**config.mk**
```make
export PLATFORM = sky130hd
export DESIGN_NAME = alu_issue_ctrl
export DESIGN_NICKNAME = d
export VERILOG_FILES = /design/src/rtl/alu_issue_ctrl.sv
export SDC_FILE = /design/constraint.sdc
export NUM_CORES = 1
export LEC_CHECK = 0
export BUFFER_PORTS_ARGS = -buffer_cell sky130_fd_sc_hd__buf_2
export CORE_ASPECT_RATIO = 1.4
export CORE_MARGIN = 3
export CORE_UTILIZATION = 52
export CTS_BUF_LIST = sky130_fd_sc_hd__clkbuf_8 sky130_fd_sc_hd__clkbuf_16
export DETAILED_ROUTE_END_ITERATION = 12
export PLACE_DENSITY = 0.73
export RECOVER_POWER = 100
export SETUP_SLACK_MARGIN = 0.1
export SYNTH_ARGS = -nofsm -noshare
export SYNTH_HDL_FRONTEND = slang
export SYNTH_SLANG_ARGS = --single-unit
```
**constraint.sdc**
```tcl
create_clock -name ck -period 2.4 [get_ports ck]
set_clock_uncertainty 0.1 [all_clocks]
set_input_delay 0.48 -clock ck [delete_from_list [all_inputs] [get_ports ck]]
set_output_delay 0.48 -clock ck [all_outputs]
set_load 0.03 [all_outputs]
```
**src/rtl/alu_issue_ctrl.sv**
```systemverilog
// Operand-fetch / issue / writeback stage in front of the 8-bit alu.
// Owns an 8x8 register file. It takes one register-to-register
// instruction at a time, drives the ALU operands, waits out the ALU
// latency, and writes the registered ALU result back to rd.
module alu_issue_ctrl #(
    parameter int ALU_LAT = 2,   // edges from the ALU sampling A/B/CTR to O0 valid; must be >= 2
    parameter int NREG    = 8
) (
    input  logic       ck,
    input  logic       rst_n,
    input  logic       in_valid,
    output logic       in_ready,
    input  logic [3:0] in_ctr,
    input  logic [2:0] in_rd,
    input  logic [2:0] in_ra,
    input  logic [2:0] in_rb,
    output logic [7:0] alu_a,
    output logic [7:0] alu_b,
    output logic [3:0] alu_ctr,
    input  logic [7:0] alu_o,
    input  logic       ld_en,
    input  logic [2:0] ld_addr,
    input  logic [7:0] ld_data,
    input  logic [2:0] dbg_addr,
    output logic [7:0] dbg_data,
    output logic       busy,
    output logic       done
);

    localparam int CW = $clog2(ALU_LAT) + 1;

    typedef enum logic [1:0] {IDLE, ISSUE, WAIT, WB} state_t;

    state_t         state, state_nxt;
    logic [CW-1:0]  cnt;
    logic [2:0]     rd_q;
    logic [3:0]     ctr_q;
    logic [7:0]     regs [NREG];
    logic           accept;
    logic           ld_ok;
    logic           wb_en;
    logic [7:0]     wb_data;

    // State register; the latency counter rides along with it.
    always_ff @(posedge ck) begin
        // NOTE: sequential state is assigned with <= so every flop samples pre-edge values.
        if (!rst_n) begin
            state <= IDLE;
            cnt   <= '0;
        end else begin
            state <= state_nxt;
            if (accept)
                cnt <= '0;
            else if (state == ISSUE || state == WAIT)
                cnt <= cnt + CW'(1);
        end
    end

    // Next-state: WAIT leaves once ALU_LAT edges have passed since the accept.
    always_comb begin
        // NOTE: default first so no path through this block leaves state_nxt unassigned (no latch).
        state_nxt = state;
        unique case (state)
            IDLE:  if (in_valid) state_nxt = ISSUE;
            ISSUE: state_nxt = WAIT;
            WAIT:  if (cnt == CW'(ALU_LAT - 1)) state_nxt = WB;
            WB:    state_nxt = IDLE;
            default: state_nxt = IDLE;
        endcase
    end

    // Output decode from the current state.
    always_comb begin
        in_ready = (state == IDLE);
        busy     = (state != IDLE);
        accept   = (state == IDLE) && in_valid;
        ld_ok    = (state == IDLE) && ld_en;
        wb_en    = (state == WB);
        // Codes 0010..0111 are reserved and always write zero.
        wb_data  = (ctr_q >= 4'd2 && ctr_q <= 4'd7) ? 8'h00 : alu_o;
    end

    // Datapath: operand issue, instruction latch, done pulse and register file.
    always_ff @(posedge ck) begin
        if (!rst_n) begin
            alu_a   <= '0;
            alu_b   <= '0;
            alu_ctr <= '0;
            rd_q    <= '0;
            ctr_q   <= '0;
            done    <= 1'b0;
            // NOTE: the register file is flop-based and must read as zero after reset, so it is cleared here.
            for (int i = 0; i < NREG; i++)
                regs[i] <= 8'h00;
        end else begin
            done <= wb_en;
            if (accept) begin
                // NOTE: operands come from the pre-edge array, so a same-edge load is not seen (read-before-write).
                alu_a   <= regs[in_ra];
                alu_b   <= regs[in_rb];
                alu_ctr <= in_ctr;
                rd_q    <= in_rd;
                ctr_q   <= in_ctr;
            end
            // Loads happen only in IDLE and writeback only in WB, so the two never collide.
            if (ld_ok)
                regs[ld_addr] <= ld_data;
            if (wb_en)
                regs[rd_q] <= wb_data;
        end
    end

    assign dbg_data = regs[dbg_addr];

endmodule

```
---- Word-level counts from Yosys, hierarchy flattened ----
Memory sizes are Yosys's and may differ from the RTL's. A register that Yosys moved wholly into a read port is not among the register bits.
Index checks and enable logic that the tools add are counted.
storage, ports and cells
  memory bits (writable) .................. 64
  input port bits ......................... 39
  word-level logic and storage cells ...... 45
  memories ................................ 1
  bits in registers ....................... 12
  output and inout bits ................... 31
cells by class
  reductions and logical operators ........ 12
  bitwise gates (word level) .............. 1
  $add $sub $neg .......................... 1
  multiplexer cells ....................... 17
  equal/unequal tests ..................... 6
  order comparisons ....................... 2
memory list
  name  words  bits a word  read ports  clocked after Yosys merged registers in  wr ports  line  source
  regs  8      8            3           2                                        8         38    logic [7:0] regs [NREG];
operators by type and width
  operator                                                        count
  2-to-1 mux 8 bit                                                3
  OR reduction 8 bit                                              2
  2-to-1 mux 1 bit                                                9
  one-hot mux 2 bit (4 select lines)                              1
  2-to-1 mux 3 bit                                                2
  == test 2 x 1 -> 1 bit, second input constant                   2
  == test 2 bit, second input constant                            2
  >= comparator 4 x 2 -> 1 bit, second input constant             1
  less-or-equal comparator 4 x 3 -> 1 bit, second input constant  1
  2-to-1 mux 2 bit                                                2
  logical AND 1 bit                                               3
  adder 2 x 1 -> 2 bit, second input constant                     1
  zero test 1 bit                                                 2
  zero test 2 bit                                                 1
  inequality test 2 x 1 -> 1 bit, second input constant           1
  inequality test 2 bit, second input constant                    1
  AND reduction 2 bit                                             1
  nonzero test 2 bit                                              1
  OR reduction 2 bit                                              1
  logical OR 1 bit                                                1
  inverter 1 bit                                                  1

---- Longest topological paths before layout ----
Gate-level depths: netlist (run 1).
  depth after elaboration ................. 8
  mapped depth ............................ 7
  mapped depth without buffers ............ 5

---- Worst setup path before layout (run 1) ----
OpenSTA, ideal clock, no wires.
  path type ............................... reg-to-reg
  from .................................... register state[0]
  to ...................................... memory regs[7][0] (enable)
  library setup time ...................... 384 ps
  data arrival time ....................... 2020 ps
  path buffers ............................ 1
  clock period less this slack ............ 2504 ps
  data required time ...................... 1916 ps
  cell stages (with the launch flop) ...... 7
  path slack .............................. -104 ps
  cell sequence ........................... dfxtp_1 inv_1 ha_1 and4b_1 o21ai_2 buf_2 o21ai_0
RTL lines
  what                    line  source
  start, declared         34    state_t state, state_nxt;
  start signal, assigned  51    state <= state_nxt;
  end, declared           38

==> flow_metrics.py, run 1 <==
metrics = {
    "status": {
        "status": "finished clean",
    },
    "finish": {
        "drive_gt1_frac": 0.337,
        "num-fill-cells": 741,
        "syn_to_final_growth_pct": 19.7,
        "final_cell_mix": "64 x edfxtp_1, 48 x nor3_1, 41 x buf_4, 39 x buf_2, 32 x mux2_2",
        "mostFrequentLayoutCell": "edfxtp_1",
        "num-nets-final": 564,
        "post_layout_nonfiller_instances": 657,
        "diodes": 0,
    },
    "routing": {
        "drc": 0,
        "wl_um": 13700,
        "postRouteAntennaNets": 0,
        "vias": 4093,
        "wl_per_cell_um": 20.9,
        "vias_per_cell": 6.23,
        "drt_iter0_drc": 294,
        "drtPass1Iterations": 4,
    },
    "critical_path": {
        "worstSetupPathType": "flip-flop to primary output",
        "cp.required_ns": 1.82,
        "arrival_ns": 1.75,
        "slowest_stage": "mux4_2",
        "endpoint_kind": "primary output",
        "crit_chain": "mux4_2, mux2_1, buf_6",
        "cp_max_fo": 3,
        "max_stage_delay_ns": 0.47,
        "start_kind": "flip-flop",
    },
    "clock_network": {
        "root_buffer": "clkbuf_16",
        "htreeDepth": 3,
        "clock_path_buffers": 2,
        "numCtsBuffers": 9,
        "path_clk_slew_ns": 0.06,
        "clock_sinks": 92,
        "cts_tree": "built",
        "worst_skew_pair.late_latency_ns": 0.35,
        "cts_hold_buf": 0,
    },
    "yosys": {
        "ys_types": 47,
        "avgSynthCellArea_sq_um": 12.3,
        "synth_nets": 465,
        "yosysSeqAreaShare": 0.481,
        "synth_async_sr_flop_share": 0,
        "synth_ff_type": "edfxtp_1",
        "syn_inst": 421,
        "ys_ff_latch": 92,
        "synth-edff-count": 64,
        "yosysWarnings": 0,
        "syn_area_sq_um": 5160,
    },
    "placement": {
        "portBuffers": 69,
        "gp_congestion": 0.929,
        "dp_cells": 616,
        "dp.final_hpwl_um": 9970,
    },
    "sta": {
        "worst_pin_slew_ns": 0.836,
        "fin_crit_ns": 2.33,
        "period_share": 0.969,
        "finalSetupViolCount": 0,
        "slew_headroom": 0.440,
        "hold_viol_final": 0,
        "fmax_mhz": 430,
        "rsz0062_at_grt": "true",
        "fin_tns_setup_ns": 0,
        "drv_slew": 0,
    },
    "global_route": {
        "antenna_found_initial": 0,
        "grt_usage": 0.250,
        "grt_pass1_vias": 4049,
        "grt_remaining_overflow": 0,
        "grt_pass1_wl_um": 21200,
        "grt_max_degree": 27,
    },
    "floorplanning": {
        "initial_core_util": 0.540,
        "dieArea_sq_um": 11200,
        "die_y_um": 124,
        "rows": 42,
        "pin_count": 70,
        "die_width_um": 90.2,
        "fp.coreArea_sq_um": 9560,
    },
    "worst_hold_path": {
        "hold_path_class": "input port to flip-flop",
    },
    "pwr": {
        "cellLeakagePower_nw": 2.32,
        "vdd_ir_drop_max_v": 0.000565,
        "powerDensity_nw_per_um2": 771,
    },
    "run": {
        "maxCapViolations": 0,
    },
}
==> synth_stat cells, drive strengths merged, types with 2 or more instances <==
master  instances  area (sq um)
nor2           19          71.3
or2             3          18.8
mux2i           2          20.0
a211oi          3          22.5
a21boi          9          67.6
nor3           48           240
and4bb          2          25.0
nand2          27           101
dfxtp          28           561
ha              5          62.6
mux4           32           747
nor2b          16           100
a21oi           9          45.0
nand3          10          50.1
o31ai          15           113
clkbuf         13          50.0
o221ai          2          30.0
buf            20           126
o21ai           8          43.8
mux2           38           428
edfxtp         64          1920
a31oi          11          81.3
inv             7          26.3
and4b           2          20.0
o22ai          15          93.8
nand2b          4          25.0
==> metrics by stage <==
stage	setup WS, ns	utilization	hold slack (ns)	power (W)	area (sq um)
4_1_cts	0.0861	0.642	0.273	0.00479	6140
2_1_floorplan	0.000820	-	0.345	0.00302	5170
3_3_place_gp	0.0831	0.597	0.331	0.00340	5710
3_5_place_dp	0.0640	0.597	0.339	0.00345	5710
6_report	0.0750	0.646	0.276	0.00476	6180
5_1_grt	0.0479	0.646	0.293	0.00498	6180
==> logic make-up (layout without fill, tap and decap cells) <==
| family | count (synthesis) | in the layout | synth area share |
|---|---|---|---|
| xor+xnor | 1 | 1 | 0.00170 |
| simple gates | 134 | 134 | 0.131 |
| flops | 92 | 92 | 0.481 |
| compound gates | 76 | 76 | 0.103 |
| buf+inv | 41 | 145 | 0.0400 |
| fa+ha+maj | 5 | 5 | 0.0121 |
| mux | 72 | 72 | 0.232 |
==> routing by layer <==
metal,routed length [um],share of wire,global-route usage,vias up
li1,-,-,-,1851
met4,547,0.040,0.141,0
met2,7020,0.51,0.446,239
met3,1050,0.077,0.0477,42
met1,5090,0.37,0.285,1961
met5,0,0,0,-
==> timing repair <==
action                                  in CTS  in global routing
gates cloned                                 1                  0
pin swaps                                    0                  0
endpoints found under the setup margin       8                 48
resized for setup                           13                 10
buffers inserted                            13                 11
==> final cells by class <==
type,instances,area (sq um),area share
clock inverters,6,33.8,0.00547
well taps,132,165,0.0267
flip-flops and latches,92,2480,0.402
repair buffers,121,746,0.121
clock buffers,10,239,0.0387
multi-input cells,288,2480,0.402
inverters,8,30.0,0.00486
==> report_power, final <==
part           internal (W)  switching [W]
combinational      0.000535       0.000889
sequential          0.00190       0.000134
clock              0.000720       0.000585
total               0.00315        0.00161
==> worst paths after layout <==
path                                 start          end  slack (ns)  depth (start not counted)
worst max-delay path            regs[4][3]  dbg_data[3]        0.07                          3
worst min-delay path             in_ctr[0]     ctr_q[0]        0.28                          3
worst max register to register    state[1]   regs[3][7]        0.17                          6
worst min register to register    alu_b[2]     alu_b[2]        0.35                          2
==> critical path: cells and delay by family, from the launching register on <==
kind     cells  cell delay, ns
buf+inv      1            0.15
flops        1            0.44
mux          2            0.81
==> flip-flops by register name, summed over array words and instances (netlist names) <==
| signal | count |
|---|---|
| alu_a | 8 |
| alu_b | 8 |
| cnt | 2 |
| ctr_q | 4 |
| done | 1 |
| rd_q | 3 |
| regs | 64 |
| state | 2 |
Note: power is estimated with default switching activity, not from simulation.
==> inputs of run 2 (changes only) <==
Settings changed: PLACE_DENSITY 0.73 to 0.79.
==> run 2 against run 1 <==
Against the previous run:
- global-route usage is 0.41 points higher
- routed wire length is 2.5% higher
- utilization is 0.46 points higher
- via count is 1.1% higher
- critical path depth stayed put
- die area stayed put
- clock power is 15% higher
- fmax is 0.46% lower
- sequential share of layout area is 0.28 points lower
- highest routed layer unchanged
- setup slack worse by 0.011 ns
==> flow_metrics.py, run 2 (synthesis results as in run 1) <==
metrics = {
    "critical_path": {
        "worstSetupPathType": "flip-flop to primary output",
        "endpoint_kind": "primary output",
        "ff2ff_setup_slack_ns": 0.19,
        "arrival_ns": 1.76,
        "r2r-start": "state[0]",
        "start_kind": "flip-flop",
        "rr_worst_depth": 5,
        "reg2reg_to": "regs[0][5]",
        "cp.required_ns": 1.82,
        "cp_max_fo": 2,
    },
    "clock_network": {
        "path_clk_slew_ns": 0.06,
        "htreeDepth": 3,
        "numCtsBuffers": 9,
        "root_buffer": "clkbuf_16",
        "cts_tree": "built",
        "worst_skew_pair.late_latency_ns": 0.34,
        "clock_path_buffers": 2,
        "clock_sinks": 92,
        "cts_hold_buf": 0,
    },
    "sta": {
        "worst_pin_slew_ns": 0.881,
        "fin_crit_ns": 2.34,
        "fin_tns_setup_ns": 0,
        "finalSetupViolCount": 0,
        "period_share": 0.973,
        "fmax_mhz": 428,
        "slew_headroom": 0.410,
        "rsz0062_at_grt": "true",
        "hold_viol_final": 0,
        "drv_slew": 0,
    },
    "finish": {
        "largest_reg_flops": 64,
        "num-nets-final": 561,
        "syn_to_final_growth_pct": 20.5,
        "drive_gt1_frac": 0.337,
        "final_cell_mix": "64 x edfxtp_1, 48 x nor3_1, 39 x buf_2, 36 x buf_4, 35 x mux2_2",
        "largest-register": "regs",
        "fin_area_sq_um": 6220,
        "top_regs": "regs (64), alu_a (8), alu_b (8)",
        "post_layout_nonfiller_instances": 654,
        "mostFrequentLayoutCell": "edfxtp_1",
        "area.sequential_sq_um": 2480,
        "multi_input_area_sq_um": 2470,
        "diodes": 0,
        "num-fill-cells": 736,
    },
    "worst_hold_path": {
        "min_from": "in_ctr[2]",
        "min_to": "ctr_q[2]",
        "hold_path_class": "input port to flip-flop",
        "hold_path_depth": 3,
    },
    "global_route": {
        "grt_max_degree": 27,
        "grt.met3_usage": 0.0477,
        "grt_usage": 0.255,
        "grt_pass1_vias": 4072,
        "grt_pass1_wl_um": 21600,
        "grt_use_met2": 0.457,
        "grt-busiest-layer": "met2",
        "antenna_found_initial": 0,
        "grt_remaining_overflow": 0,
        "grt_use_met1": 0.289,
    },
    "pwr": {
        "pwr-share-comb": 0.286,
        "cellLeakagePower_nw": 2.33,
        "switching_share": 0.325,
        "p_sw_w": 0.00161,
        "share_clk_of_total_power": 0.304,
        "power.total_w": 0.00496,
        "powerDensity_nw_per_um2": 798,
        "vdd_ir_drop_max_v": 0.000713,
        "seqPwrFrac": 0.409,
        "p_int_w": 0.00335,
    },
    "routing": {
        "drc": 0,
        "vias": 4139,
        "vias_per_cell": 6.33,
        "drt_iter0_drc": 414,
        "wl_um": 14000,
        "drtPass1Iterations": 5,
        "wl_per_cell_um": 21.5,
        "postRouteAntennaNets": 0,
    },
    "floorplanning": {
        "die_width_um": 90.2,
        "pin_count": 70,
        "initial_core_util": 0.540,
        "fp.coreArea_sq_um": 9560,
        "dieArea_sq_um": 11200,
        "die_y_um": 124,
        "rows": 42,
    },
    "placement": {
        "dp_cells": 616,
        "gp_congestion": 0.861,
        "dp.final_hpwl_um": 9840,
        "portBuffers": 69,
        "placed_cell_area_sq_um": 5740,
    },
    "run": {
        "maxCapViolations": 0,
    },
    "status": {
        "status": "finished clean",
    },
}
run 2: routing by layer:
layer	up-vias	routed length, um
li1	1845	-
met1	2004	5010
met2	245	7310
met3	45	1200
met4	0	522
met5	-	0
run 2: power by group through the flow:
stage | sequential, W | clock [W] | combinational (W)
3_5_place_dp | 0.00206 | 0 | 0.00139
3_3_place_gp | 0.00205 | 0 | 0.00135
5_1_grt | 0.00206 | 0.00158 | 0.00154
2_1_floorplan | 0.00216 | 0 | 0.000858
6_report | 0.00203 | 0.00151 | 0.00142
4_1_cts | 0.00203 | 0.00153 | 0.00145
run 2: worst max-delay path by stage:
stage | start | endpoint | slack (ns) | depth (start not counted)
3_3_place_gp | dbg_addr[0] | dbg_data[1] | 0.04 | 5
6_report | regs[3][0] | dbg_data[0] | 0.06 | 3
2_1_floorplan | state[0] | regs[4][0] | 0.0008 | 5
4_1_cts | regs[6][0] | dbg_data[0] | 0.1 | 3
3_5_place_dp | dbg_addr[0] | dbg_data[1] | 0.02 | 5
5_1_grt | state[0] | regs[6][3] | 0.04 | 7
run 2: critical path: stages, from the launching register on:
cell      delay [ns]
edfxtp_1        0.43
mux4_2          0.54
mux2_2          0.30
buf_6           0.14
run 2: final cells by class:
cell class                 count  area share
sequential                    92       0.399
clock inverter                 4     0.00744
multi-input combinational    288       0.398
inverter                       8     0.00483
timing repair buffer         118       0.120
clock buffer                  12      0.0446
tap                          132      0.0265
run 2: per-stage QoR:
| stage | util | setup slack (ns) | hold slack, ns |
|---|---|---|---|
| finish | 0.650 | 0.0643 | 0.291 |
| global route | 0.650 | 0.0399 | 0.293 |
| CTS | 0.652 | 0.0966 | 0.273 |
| detailed placement | 0.600 | 0.0203 | 0.337 |
| global placement | 0.600 | 0.0383 | 0.331 |
| floorplan | - | 0.000820 | 0.345 |
run 2: timing repair:
item,CTS,global route
setup buffers,16,5
cloned,1,0
gates resized for setup,10,17
pin swaps,0,0
endpoints found under the setup margin,8,19
==> inputs of run 3 (changes only) <==
Settings changed: MAX_ROUTING_LAYER set to met4.
==> run 3 against run 2 <==
Against the previous run:
- sequential cell count stayed put
- die area stayed put
- largest power group unchanged
- fmax is 0.25% higher
- highest routed layer unchanged
==> flow_metrics.py, run 3 (synthesis results as in run 1) <==
metrics = {
    "global_route": {
        "grt_pass1_wl_um": 22300,
        "grt_remaining_overflow": 0,
        "grt_max_degree": 27,
        "grt_pass1_vias": 4216,
        "grt_usage": 0.269,
        "antenna_found_initial": 0,
    },
    "clock_network": {
        "clock_path_buffers": 2,
        "numCtsBuffers": 9,
        "cts_hold_buf": 0,
        "root_buffer": "clkbuf_16",
        "clock_sinks": 92,
        "cts_tree": "built",
        "worst_skew_pair.late_latency_ns": 0.34,
        "htreeDepth": 3,
        "path_clk_slew_ns": 0.06,
    },
    "sta": {
        "drv_slew": 0,
        "slew_headroom": 0.450,
        "rsz0062_at_grt": "true",
        "fin_crit_ns": 2.33,
        "finalSetupViolCount": 0,
        "worst_pin_slew_ns": 0.825,
        "hold_viol_final": 0,
        "period_share": 0.971,
        "fmax_mhz": 429,
        "timing.hold.ws_ns": 0.283,
    },
    "pwr": {
        "seqPwrFrac": 0.413,
        "share_clk_of_total_power": 0.297,
        "vdd_ir_drop_max_v": 0.000717,
        "powerDensity_nw_per_um2": 795,
        "cellLeakagePower_nw": 2.32,
        "pwr-share-comb": 0.290,
        "switching_share": 0.327,
        "p_int_w": 0.00332,
        "p_sw_w": 0.00161,
    },
    "critical_path": {
        "start_kind": "flip-flop",
        "rr_worst_depth": 7,
        "endpoint_kind": "primary output",
        "reg2reg_to": "regs[0][3]",
        "ff2ff_setup_slack_ns": 0.22,
        "cp.required_ns": 1.82,
        "r2r-start": "state[0]",
        "cp_max_fo": 3,
        "arrival_ns": 1.75,
        "worstSetupPathType": "flip-flop to primary output",
    },
    "finish": {
        "fin_util": 0.648,
        "mostFrequentLayoutCell": "edfxtp_1",
        "largest-register": "regs",
        "final_cell_mix": "64 x edfxtp_1, 48 x nor3_1, 38 x buf_2, 35 x mux2_2, 33 x buf_4",
        "diodes": 0,
        "drive_gt1_frac": 0.336,
        "num-nets-final": 560,
        "syn_to_final_growth_pct": 20.1,
        "largest_reg_flops": 64,
        "top_regs": "regs (64), alu_a (8), alu_b (8)",
    },
    "floorplanning": {
        "dieArea_sq_um": 11200,
        "die_y_um": 124,
        "die_width_um": 90.2,
        "initial_core_util": 0.540,
        "rows": 42,
        "fp.coreArea_sq_um": 9560,
        "pin_count": 70,
    },
    "routing": {
        "wl_per_cell_um": 21.7,
        "vias": 4143,
        "drc": 0,
        "drtPass1Iterations": 5,
        "drt_iter0_drc": 330,
        "vias_per_cell": 6.34,
        "wl_um": 14200,
        "postRouteAntennaNets": 0,
    },
    "placement": {
        "dp.final_hpwl_um": 10000,
        "portBuffers": 69,
        "gp_congestion": 0.882,
    },
    "worst_hold_path": {
        "hold_path_class": "input port to flip-flop",
        "min_from": "in_rd[1]",
        "min_to": "rd_q[1]",
        "hold_path_depth": 3,
    },
    "status": {
        "status": "finished clean",
    },
    "run": {
        "maxCapViolations": 0,
    },
}
## run 3: changes by cell type in the layout (fill, tap and decap cells not counted), sizes merged
cell | before | now
buf | 83 | 78
clkbuf | 47 | 50
inv | 8 | 9
## run 3: worst max-delay path by stage
stage	startpoint	depth (start not counted)	slack, ns	to
after floorplan	state[0]	5	0.0008	regs[4][0]
after global placement	dbg_addr[0]	5	0.04	dbg_data[0]
after detailed placement	dbg_addr[0]	5	-0.002	dbg_data[0]
after CTS	regs[1][1]	3	0.09	dbg_data[1]
after global routing	regs[2][6]	3	0.04	dbg_data[6]
final	regs[2][6]	3	0.07	dbg_data[6]
## run 3: final cells by class
type	instances	area [sq um]
fill	743	3370
sequential	92	2480
multi-input combinational	288	2480
timing repair buffer	117	729
clock buffer	11	264
tap	132	165
clock inverter	5	50.0
inverter	8	30.0
## run 3: worst max-delay path, stage by stage (launching register included)
cell and delay, ns:
edfxtp_1 0.44, mux4_2 0.50, mux2_4 0.28, clkbuf_4 0.19
## run 3: power by group through the flow
stage	clock (W)	sequential (W)	combinational (W)
after CTS	0.00149	0.00203	0.00145
after floorplan	0	0.00216	0.000858
after detailed placement	0	0.00206	0.00139
after global placement	0	0.00205	0.00135
final	0.00146	0.00204	0.00143
after global routing	0.00154	0.00206	0.00155
## run 3: per-layer routing
layer	up-vias	global-route usage	routed length, um
met2	265	0.464	7320
met1	1991	0.293	5240
met5	-	-	0
met3	50	0.0574	1110
met4	0	0.148	486
li1	1837	-	-
## run 3: per-stage QoR
stage / instances / power, W / TNS [ns] / worst slack [ns] / area, sq um
6_report: 653 / 0.00493 / 0 / 0.0702 / 6200
5_1_grt: 653 / 0.00514 / 0 / 0.0433 / 6200
4_1_cts: 647 / 0.00497 / 0 / 0.0921 / 6220
3_5_place_dp: 616 / 0.00346 / -0.00192 / -0.00192 / 5740
3_3_place_gp: 616 / 0.00340 / 0 / 0.0410 / 5740
2_1_floorplan: 421 / 0.00302 / 0 / 0.000820 / 5170
## run 3: repair_timing
item | CTS | global route
setup endpoints to repair | 8 | 9
buffers inserted | 14 | 6
resized for setup | 12 | 15
cloned | 1 | 0
pin swaps | 0 | 0
